File: config.mk
export PLATFORM = sky130hd
export DESIGN_NAME = led_scan_mux
export DESIGN_NICKNAME = d
export VERILOG_FILES = /design/src/rtl/led_scan_mux.sv
export SDC_FILE = /design/constraint.sdc
export NUM_CORES = 1
export LEC_CHECK = 0
export BUFFER_PORTS_ARGS = -buffer_cell sky130_fd_sc_hd__buf_2
export CORE_MARGIN = 2
export CORE_UTILIZATION = 35
export CTS_CLUSTER_DIAMETER = 200
export CTS_CLUSTER_SIZE = 25
export DETAILED_ROUTE_END_ITERATION = 7
export PLACE_DENSITY_LB_ADDON = 0.25
export SYNTH_ARGS = -nofsm -noshare
export SYNTH_HDL_FRONTEND = slang
export SYNTH_SLANG_ARGS = --single-unit
File: constraint.sdc
create_clock -name clk -period 9 [get_ports clk]
set_clock_uncertainty 0.1 [all_clocks]
set_input_delay 0.45 -clock clk [delete_from_list [all_inputs] [get_ports clk]]
set_output_delay 0.45 -clock clk [all_outputs]
set_load 0.005 [all_outputs]
File: src/rtl/led_scan_mux.sv
// Scans eight active-low 7-segment digits onto one shared bus with ghost blanking, brightness and per-digit enables.
// Optional decimal-point path enabled by defining SCAN_DP_EN. All outputs are registered.
module led_scan_mux #(
   parameter int SCAN_DIV  = 16,
   parameter int BLANK_CYC = 2,
   parameter int CNT_W     = 16
) (
   input  logic        clk,
   input  logic        rst,
   input  logic [55:0] seg_in,
   input  logic [7:0]  digit_en,
   input  logic [2:0]  brightness,
   output logic [0:6]  seg_out,
   output logic [7:0]  an,
   output logic        frame_start
`ifdef SCAN_DP_EN
   ,
   input  logic [7:0]  dp_in,
   output logic        dp_out
`endif
);

   localparam int LW = CNT_W + 3;
   localparam logic [LW-1:0]    ACT_LEN = LW'(SCAN_DIV - BLANK_CYC);
   localparam logic [CNT_W-1:0] LAST    = CNT_W'(SCAN_DIV - 1);
   localparam logic [CNT_W-1:0] SNAP    = CNT_W'(BLANK_CYC - 1);

   typedef enum logic [1:0] {BLANK, LIT, OFF} state_t;

   state_t           state, state_nxt;
   logic [CNT_W-1:0] slot_cnt;
   logic [2:0]       digit_idx;
   logic [2:0]       b_lat;
   logic [6:0]       seg_lat;
   logic [2:0]       b_eff;
   logic [LW-1:0]    lit_len, lit_end, cnt_ext;
   logic             slot_last, lit_on, fs_nxt;
   logic [7:0]       an_nxt;
   logic [6:0]       seg_nxt;
`ifdef SCAN_DP_EN
   logic             dp_lat, dp_nxt;
`endif

   always_comb begin
      // brightness is latched on slot cycle 0, so use the live input in that cycle
      b_eff     = (slot_cnt == '0) ? brightness : b_lat;
      lit_len   = (ACT_LEN * (LW'(b_eff) + LW'(1))) >> 3;
      lit_end   = LW'(BLANK_CYC) + lit_len;
      cnt_ext   = LW'(slot_cnt) + LW'(1);
      slot_last = (slot_cnt == LAST);

      state_nxt = state;
      case (state)
         BLANK:   if (slot_cnt == SNAP) state_nxt = (lit_len != '0) ? LIT : OFF;
         LIT:     if (cnt_ext == lit_end) state_nxt = slot_last ? BLANK : OFF;
         OFF:     if (slot_last) state_nxt = BLANK;
         default: state_nxt = BLANK;
      endcase

      lit_on  = (state == LIT) && digit_en[digit_idx];
      an_nxt  = lit_on ? ~(8'h01 << digit_idx) : 8'hFF;
      seg_nxt = lit_on ? seg_lat : 7'h7F;
      fs_nxt  = (slot_cnt == '0) && (digit_idx == 3'd0);
`ifdef SCAN_DP_EN
      dp_nxt  = lit_on ? dp_lat : 1'b1;
`endif
   end

   always_ff @(posedge clk) begin
      if (rst) begin
         slot_cnt    <= '0;
         digit_idx   <= 3'd0;
         b_lat       <= 3'd0;
         seg_lat     <= 7'h7F;
         state       <= BLANK;
         an          <= 8'hFF;
         seg_out     <= 7'h7F;
         frame_start <= 1'b0;
`ifdef SCAN_DP_EN
         dp_lat      <= 1'b1;
         dp_out      <= 1'b1;
`endif
      end else begin
         slot_cnt <= slot_last ? '0 : slot_cnt + 1'b1;
         if (slot_last) digit_idx <= digit_idx + 3'd1;
         if (slot_cnt == '0) b_lat <= brightness;
         // snapshot on the last blank cycle so the lit window sees a stable pattern
         if (slot_cnt == SNAP) begin
            seg_lat <= seg_in[7*digit_idx +: 7];
`ifdef SCAN_DP_EN
            dp_lat  <= dp_in[digit_idx];
`endif
         end
         state       <= state_nxt;
         an          <= an_nxt;
         seg_out     <= seg_nxt;
         frame_start <= fs_nxt;
`ifdef SCAN_DP_EN
         dp_out      <= dp_nxt;
`endif
      end
   end

endmodule

Word-level counts from Yosys, hierarchy flattened --
Cells that the tools add are included.
Storage, ports and cells: register bits after elaboration 47, bits in latches 0, bits in writable memories 0, memory bits (read-only) 0, input port bits 69, output and inout port bits 16, memories 0
Operators by class: add/sub/neg operators 5, $mul 2, div/mod/pow operators 0, $lt $le $gt $ge 1, equal/unequal tests 8, shifts and indexed selects 2, multiplexer cells 9, bitwise logic cells 2, reductions and logical operators 9
Operators by type and width (number):
- 56-bit by 7-bit indexed part select with 7-bit output | 1
- 19-bit nonzero test | 1
- 16-bit by 1-bit adder with 17-bit output (second input constant) | 1
- 17-bit by 6-bit equality test with 1-bit output | 1
- 16-bit by 1-bit adder with 16-bit output (second input constant) | 1
- 16-bit by 1-bit equality test with 1-bit output (second input constant) | 1
- 16-bit by 4-bit equality test with 1-bit output (second input constant) | 1
- 16-bit zero test | 1
- 2-bit two-way mux | 5
- 8-bit NOT | 1
- 1-bit by 3-bit << shifter with 8-bit output (first input constant) | 1
- 3-bit by 4-bit multiplier with 7-bit output (first input constant) | 1
- 2-bit by 5-bit adder with 6-bit output (first input constant) | 1
- 3-bit by 3-bit multiplier with 6-bit output (first input constant) | 1
- 2-bit inequality test (second input constant) | 3
- 2-bit case mux with 3 select lines | 1
- 3-bit by 1-bit adder with 4-bit output (second input constant) | 1
- 3-bit by 4-bit < comparator with 1-bit output (second input constant) | 1
- 2-bit OR reduction | 2
- 3-bit by 1-bit adder with 3-bit output (second input constant) | 1
- 1-bit binary-select mux with 3-bit select | 1
- 3-bit zero test | 1
- 3-bit two-way mux | 1
- 3-bit AND reduction | 1
- other kinds (6) | 7

Longest topological paths before layout --
Gate-level depths: netlist (run 1).
depth in word-level cells 8, depth in mapped cells 17

Least setup slack after synthesis (run 1) --
OpenSTA, ideal clock, no wires.
path kind reg-to-reg, start point register slot_cnt[6], end point register state[0], library setup time 0.086 ns, data arrival time 3.889 ns, path slack 4.925 ns, cell stages (with the launch flop) 17, buffers on the path 2, cells stage by stage dfxtp_1 > clkbuf_1 > or4_4 > or4_1 > buf_4 > mux2i_1 > inv_1 > ha_1 > xnor2_1 > fa_1 > inv_1 > ha_1 > a21o_1 > a21oi_1 > o21ai_1 > mux2i_1 > a221oi_2
Between the ends: cells in the longest elaborated chain, start to end 8, elaborated cells between the ends (all ways) 17
RTL lines:
- start, declared | RTL line 31 | logic [CNT_W-1:0] slot_cnt;
- start signal, assigned | RTL line 84 | slot_cnt <= slot_last ? '0 : slot_cnt + 1'b1;
- 16-bit zero test * | RTL line 46 | b_eff = (slot_cnt == '0) ? brightness : b_lat;
- 3-bit two-way mux *
- via b_eff[1] | RTL line 35 | logic [2:0] b_eff;
- 3-bit by 1-bit adder with 4-bit output * | RTL line 47 | lit_len = (ACT_LEN * (LW'(b_eff) + LW'(1))) >> 3;
- 3-bit by 4-bit multiplier with 7-bit output * | RTL line 47
- 2-bit by 5-bit adder with 6-bit output or 19-bit nonzero test (tied branches) | RTL line 48, 54
- 17-bit by 6-bit equality test with 1-bit output or 2-bit two-way mux (tied branches) | RTL line 55, 54
- 2-bit inequality test (no line) or 2-bit two-way mux (tied branches)
- 3-bit AND reduction (no line) or 2-bit case mux with 3 select lines (tied branches)
- end signal, assigned | RTL line 94 | state <= state_nxt;
- end, declared | RTL line 30 | state_t state, state_nxt;
Mark *: on every way through the listed nets, which the timed path passes. The rest lies on a longest branch. The select of a mux whose other input is x is not followed. A chain may end at the register's enable or synchronous reset.

Final worst setup path (run 1) --
start point register slot_cnt[0], end point register state[0]
Between the ends: elaborated cells between the ends (all ways) 17
RTL lines:
- 16-bit by 1-bit adder with 17-bit output | RTL line 49 | cnt_ext = LW'(slot_cnt) + LW'(1);
- via cnt_ext[0] | RTL line 36 | logic [LW-1:0] lit_len, lit_end, cnt_ext;
- 17-bit by 6-bit equality test with 1-bit output | RTL line 55 | LIT: if (cnt_ext == lit_end) state_nxt = slot_last ? BLANK : OFF;
- 2-bit inequality test (no line)
- 3-bit AND reduction (no line)
The timed path passes the listed nets, and every way through them passes these cells. The select of a mux whose other input is x is not followed.

==> results of run 1 <==
-- worst max-delay path: cells and delay by family, from the launching register on --
family / cells / cell delay (ns)
mux: 2 / 0.66
flops: 1 / 0.40
buf+inv: 3 / 0.31
xor+xnor: 1 / 0.45
simple gates: 2 / 1.15
fa+ha+maj: 4 / 1.01
compound gates: 4 / 0.34
-- flip-flops by register name (all words and copies together), names as in the netlist --
register,count
slot_cnt,16
an,8
seg_lat,7
seg_out,7
b_lat,3
digit_idx,3
state,2
frame_start,1
-- routing by layer --
metal / routed length, um / track usage [%] / up-vias
li1: - / - / 1177
met1: 3120 / 20.6 / 1089
met2: 3090 / 24.0 / 38
met3: 204 / 2.82 / 5
met4: 70 / 4.29 / 0
met5: 0 / 0 / -
-- path summary, 6_finish.rpt --
check / start / cells past startpoint / to
setup reg to reg: slot_cnt[0]$_SDFF_PP0_ / 16 / state[0]$_SDFFE_PP0P_
hold reg to reg: seg_lat[6]$_SDFFE_PP1P_ / 1 / seg_out[0]$_SDFF_PP1_
setup / recovery: slot_cnt[0]$_SDFF_PP0_ / 16 / state[0]$_SDFFE_PP0P_
hold / removal: seg_lat[6]$_SDFFE_PP1P_ / 1 / seg_out[0]$_SDFF_PP1_
-- area by class of cell --
| type | count | area [um^2] |
|---|---|---|
| timing repair buffer | 85 | 428 |
| fill | 756 | 4350 |
| tap | 102 | 128 |
| sequential | 47 | 941 |
| clock buffer | 5 | 68.8 |
| multi-input combinational | 212 | 1710 |
| clock inverter | 3 | 47.5 |
| inverter | 16 | 60.1 |
-- where the power goes --
group | switching, mW | leakage [nW] | internal [mW]
clock network | 0.0817 | 0.0587 | 0.0844
logic | 0.0423 | 0.930 | 0.0429
registers | 0.00652 | 0.383 | 0.215
total | 0.131 | 1.37 | 0.343
-- stage by stage --
| step | instance area (um^2) | power (mW) | hold WS (ns) | util, % | worst slack [ns] |
|---|---|---|---|---|---|
| floorplan | 2780 | 0.284 | 0.317 | - | 4.93 |
| finish | 3380 | 0.473 | 0.353 | 43.7 | 4.45 |
| CTS | 3380 | 0.480 | 0.349 | 43.7 | 4.45 |
| detailed placement | 3260 | 0.312 | 0.340 | 42.2 | 4.46 |
| global route | 3380 | 0.497 | 0.366 | 43.7 | 4.11 |
| global placement | 3260 | 0.310 | 0.334 | 42.2 | 4.60 |
-- cells by family after synthesis --
| kind of cell | synth area share (%) |
|---|---|
| AOI/OAI and AO/OA | 7.15 |
| xor gates and xnor gates | 8.19 |
| adders and majority gates | 8.64 |
| buffers and inverters | 4.86 |
| DFF | 33.8 |
| muxes | 17.0 |
| and+or+nand+nor | 20.3 |
-- cells in the final DEF, fill, tap and decap left out, drive strengths merged, types with 8 or more instances in the layout --
cell type,instances
a21oi,10
buf,85
dfxtp,47
ha,16
inv,16
mux4,16
nand2,28
nand3,14
nor2,32
nor3,9
or3,8
xnor2,19
==> results by group, run 1 <==
Setup path
  • CP Data Arrival Time: approximately 4.6 ns
  • WP data required: ~9 ns
  • Crit path kind: flip-flop to flip-flop
  • Worst Path Max Fanout: 9
  • CP Launch Type: flip-flop
  • Max incr delay on CP: between 0.7 and 0.8 ns
  • Crit path cell chain: inv_1 -> ha_1 -> or3b_2 -> or4_1 -> mux2i_1 -> inv_1 -> ha_1 -> xnor2_1 -> fa_1 -> inv_1 -> ha_1 -> a21o_1 -> a21oi_1 -> o21ai_1 -> mux2i_1 -> a221oi_2
  • Slowest CP cell: or4_1
  • R2R setup slack: 4.45 ns
  • CP endpoint kind: flip-flop

Logic synthesis
  • Post-synthesis sequential area ratio: around 34%
  • Synthesized instance count: roughly 290
  • Cell Area, Synth: 2780 um^2
  • Yosys warns: 0
  • Area contributors post-synth: dfxtp_1, mux4_2, ha_1
  • Share of synthesized registers carrying an async set or reset: 0%
  • FF+latch count, synth: between 40 and 50
  • Ys flop type: dfxtp_1
  • Netlist cell types: 43
  • Most frequent cell after synthesis: dfxtp_1
  • Number of synthesized flops with an enable pin: 0
  • Syn_area_per_cell: 9.53 um^2
  • Area share of the largest cell type after synthesis: around a third
  • Top post-synthesis cells by count: dfxtp_1, nor2_1, nand2_1
  • Yosys top cell by area: dfxtp_1
  • Syn_nets: between 300 and 400

Floorplan
  • Die Ht: approximately 93 um
  • Core ar.: about 7700 um^2
  • Initial cell density of the core: between 30% and 40%
  • Die ar.: approximately 8700 um^2
  • Top Ports: 85
  • Rows: 32
  • Die X: 93.1 um

Timing
  • Slew Viols, Final: 0
  • # setup viols final: 0
  • Setup tns final: 0 ns
  • Worst slew margin: between 30 and 40%
  • Final min period: between 4 and 5 ns
  • Hold Vio Cnt, Final: 0
  • Final period utilization: 50.5%
  • RSZ-0062 raised after global routing: no
  • Max frequency: around 0.22 GHz
  • Worst-margin pin slew: roughly 0.9 ns

CTS
  • H-Tree Depth: 2
  • TritonCTS clock tree: built
  • Buffer count from post-CTS setup fixing: 0
  • Num CTS Buffers: 5
  • Hold-fix buffers, CTS: 0
  • Root Driver: clkbuf_8
  • Post-cts sizing count: 0
  • Clk pin slew, worst setup/hold paths: 0.10 ns
  • Insertion delay to the later sink of the worst-skew pair: a little over 0.3 ns
  • Clock buffer depth: 2
  • Clk sinks: 47

Pwr
  • Leakage power: around 1.4 nW
  • Worst VDD drop: between 0.00006 and 0.00007 V
  • Power Density: around 140 nW/um^2

Cells and area
  • Final #Nets: about 450
  • Non-filler cells, final: 470
  • Area delta synth->final: 21.5%
  • Share of cells above drive strength 1: between 30% and 40%
  • Number of diodes: 0

Global route
  • Largest net degree at the start of global routing: 21
  • Global-route wire length before repair: 10400 um
  • Initial antenna violation count: 0
  • Number of global-route vias before repair: 2162
  • Total gr overflow: 0
  • GRT Total Usage: 15.0%

Drt
  • Number of remaining DRC errors: 0
  • DR vias: ~2300
  • Routed Antenna Nets: 0
  • DR WL/cell: approximately 14 um
  • Drt pass-1 iters: 4
  • DR iter-0 viols: 54
  • Vias per inst: a little under 5
  • Total wire length: between 6000 and 7000 um

Flow run
  • Max Cap Viol: 0

Placed design
  • Gp weighted congestion: 0.853
  • Dpl hpwl: about 5000 um
  • Input/output buffers: 84
  • Inst Count DP: roughly 460

Hold path
  • Worst min path class: flip-flop to flip-flop

Run status
  • Status: finished, final reports clean
No activity file was read; power rests on OpenSTA's default activity.
==> run 2, diff against run 1 <==
==> constraint.sdc (replaced) <==
create_clock -name clk -period 4.36 [get_ports clk]
set_clock_uncertainty 0.1 [all_clocks]
set_input_delay 0.218 -clock clk [delete_from_list [all_inputs] [get_ports clk]]
set_output_delay 0.218 -clock clk [all_outputs]
set_load 0.005 [all_outputs]
==> results by group, run 2 (synthesis results as in run 1) <==
Run status
  • Status: finished, final reports clean

Flow run
  • Max Cap Viol: 0 (unchanged)

Cells and area
  • Non-filler cells, final: 475 (+1.1%)
  • Max reg flops: 16 (unchanged)
  • Area delta synth->final: 23.9%
  • Final #Nets: 459 (+1.1%)
  • Biggest regs: slot_cnt (16), an (8)
  • Biggest register: slot_cnt
  • Commonest cells after routing, fill and taps aside: buf_2, dfxtp_1, nor2_1, nand2_1, xnor2_1
  • Number of diodes: 0 (unchanged)
  • Most common cell after layout, fill and taps aside: buf_2
  • Share of cells above drive strength 1: 33.8% (+1.4 points)

Drt
  • Total wire length: 6430 um (-0.69%)
  • Routed Antenna Nets: 0 (unchanged)
  • Drt pass-1 iters: 4 (unchanged)
  • DR WL/cell: 13.5 um (-1.7%)
  • DR vias: 2335 (+1.1%)
  • DR iter-0 viols: 101 (+87%)
  • Number of remaining DRC errors: 0 (unchanged)
  • Vias per inst: 4.92 (about the same)

Global route
  • Initial antenna violation count: 0 (unchanged)
  • Number of global-route vias before repair: 2204 (+1.9%)
  • Global-route wire length before repair: 10700 um (+2.9%)
  • Total gr overflow: 0 (unchanged)
  • Largest net degree at the start of global routing: 21 (unchanged)
  • GRT Total Usage: 15.3% (+0.34 points)

CTS
  • Root Driver: clkbuf_8
  • Num CTS Buffers: 5 (unchanged)
  • Clk sinks: 47 (unchanged)
  • TritonCTS clock tree: built
  • Insertion delay to the later sink of the worst-skew pair: 0.30 ns (about the same)
  • Clock buffer depth: 2 (unchanged)
  • H-Tree Depth: 2 (unchanged)
  • Clk pin slew, worst setup/hold paths: 0.09 ns (about the same)
  • Buffer count from post-CTS setup fixing: 0 (unchanged)

Timing
  • Final period utilization: 92.7% (+42 points)
  • Hold Vio Cnt, Final: 0 (unchanged)
  • Setup tns final: 0 ns (unchanged)
  • # setup viols final: 0 (unchanged)
  • RSZ-0062 raised after global routing: no
  • Worst slew margin: 39.3% (-0.34 points)
  • Worst-margin pin slew: 0.910 ns (+0.00513 ns)
  • Max frequency: 0.248 GHz (+13%)
  • Final min period: 4.04 ns (-0.507 ns)
  • Slew Viols, Final: 0 (unchanged)

Floorplan
  • Core ar.: 7730 um^2 (unchanged)
  • Die ar.: 8680 um^2 (unchanged)
  • Die X: 93.1 um (unchanged)
  • Top Ports: 85 (unchanged)
  • Rows: 32 (unchanged)
  • Initial cell density of the core: 36.0% (unchanged)
  • Die Ht: 93.1 um (unchanged)

Pwr
  • Power Density: 300 nW/um^2 (+110%)
  • Worst VDD drop: 0.000191 V (+200%)
  • Leakage power: 1.41 nW (+2.7%)

Setup path
  • Worst Path Max Fanout: 6 (-3)
  • CP endpoint kind: flip-flop
  • R2R setup slack: 0.32 ns (-4.13 ns)
  • Crit path kind: flip-flop to flip-flop
  • Crit path buffers/inverters: 3 (unchanged)
  • CP Launch Type: flip-flop
  • Max incr delay on CP: 0.55 ns (-0.17 ns)
  • Slowest CP cell: fa_1
  • WP data required: 4.43 ns (-4.65 ns)
  • CP Data Arrival Time: 4.11 ns (-0.52 ns)
  • Crit path cell chain: inv_1 -> ha_1 -> or3b_2 -> or4_4 -> mux2i_1 -> inv_1 -> ha_1 -> xnor2_1 -> fa_1 -> inv_1 -> ha_1 -> nand4_1 -> o21ai_1 -> mux2i_2 -> a221oi_2
  • Top Family by Delay on Critical Path: adder cells

Placed design
  • Dpl hpwl: 5030 um (+0.40%)
  • Gp weighted congestion: 0.823 (-3.5%)
  • Inst Count DP: 467 (+1.1%)
  • Input/output buffers: 84 (unchanged)

Hold path
  • Worst min path class: input pin to flip-flop
-- run 2: timing repair --
item	CTS	global route
setup endpoints to repair	0	2
hold buffers	0	0
resized for setup	0	2
-- run 2: metal layers --
layer | vias up | wire (um) | GRT usage, %
met5 | - | 0 | 0
met4 | 0 | 57 | 3.92
met3 | 6 | 248 | 2.90
met2 | 46 | 2970 | 23.6
met1 | 1098 | 3150 | 22.1
li1 | 1185 | - | -
-- run 2: through the flow --
| step | hold slack (ns) | area, um^2 | total power, mW | setup WS, ns | utilization (%) |
|---|---|---|---|---|---|
| 2_1_floorplan | 0.307 | 2780 | 0.586 | 0.285 | - |
| 3_3_place_gp | 0.340 | 3300 | 0.647 | 0.313 | 42.7 |
| 3_5_place_dp | 0.347 | 3300 | 0.650 | 0.221 | 42.7 |
| 4_1_cts | 0.182 | 3440 | 1.04 | 0.208 | 44.5 |
| 5_1_grt | 0.186 | 3450 | 1.09 | 0.0759 | 44.6 |
| 6_report | 0.181 | 3450 | 1.03 | 0.320 | 44.6 |
-- run 2: layout make-up --
type / count / area, um^2
Inverter: 16 / 60.1
Timing Repair Buffer: 90 / 465
Clock buffer: 5 / 68.8
Fill cell: 780 / 4280
Multi-Input combinational cell: 212 / 1710
Clock inverter: 3 / 71.3
Tap cell: 102 / 128
Sequential cell: 47 / 941
-- run 2: where the power goes --
group          switching, mW  internal (mW)
clock                  0.159          0.233
combinational         0.0887         0.0963
sequential            0.0124          0.444
total                  0.260          0.773
-- run 2: path summary, 6_finish.rpt --
kind                            from                         to  cells after the start
max           slot_cnt[1]$_SDFF_PP0_      state[0]$_SDFFE_PP0P_                     15
min                              rst  digit_idx[0]$_SDFFE_PP0N_                      2
max reg2reg   slot_cnt[1]$_SDFF_PP0_      state[0]$_SDFFE_PP0P_                     15
min reg2reg  seg_lat[6]$_SDFFE_PP1P_      seg_out[0]$_SDFF_PP1_                      1
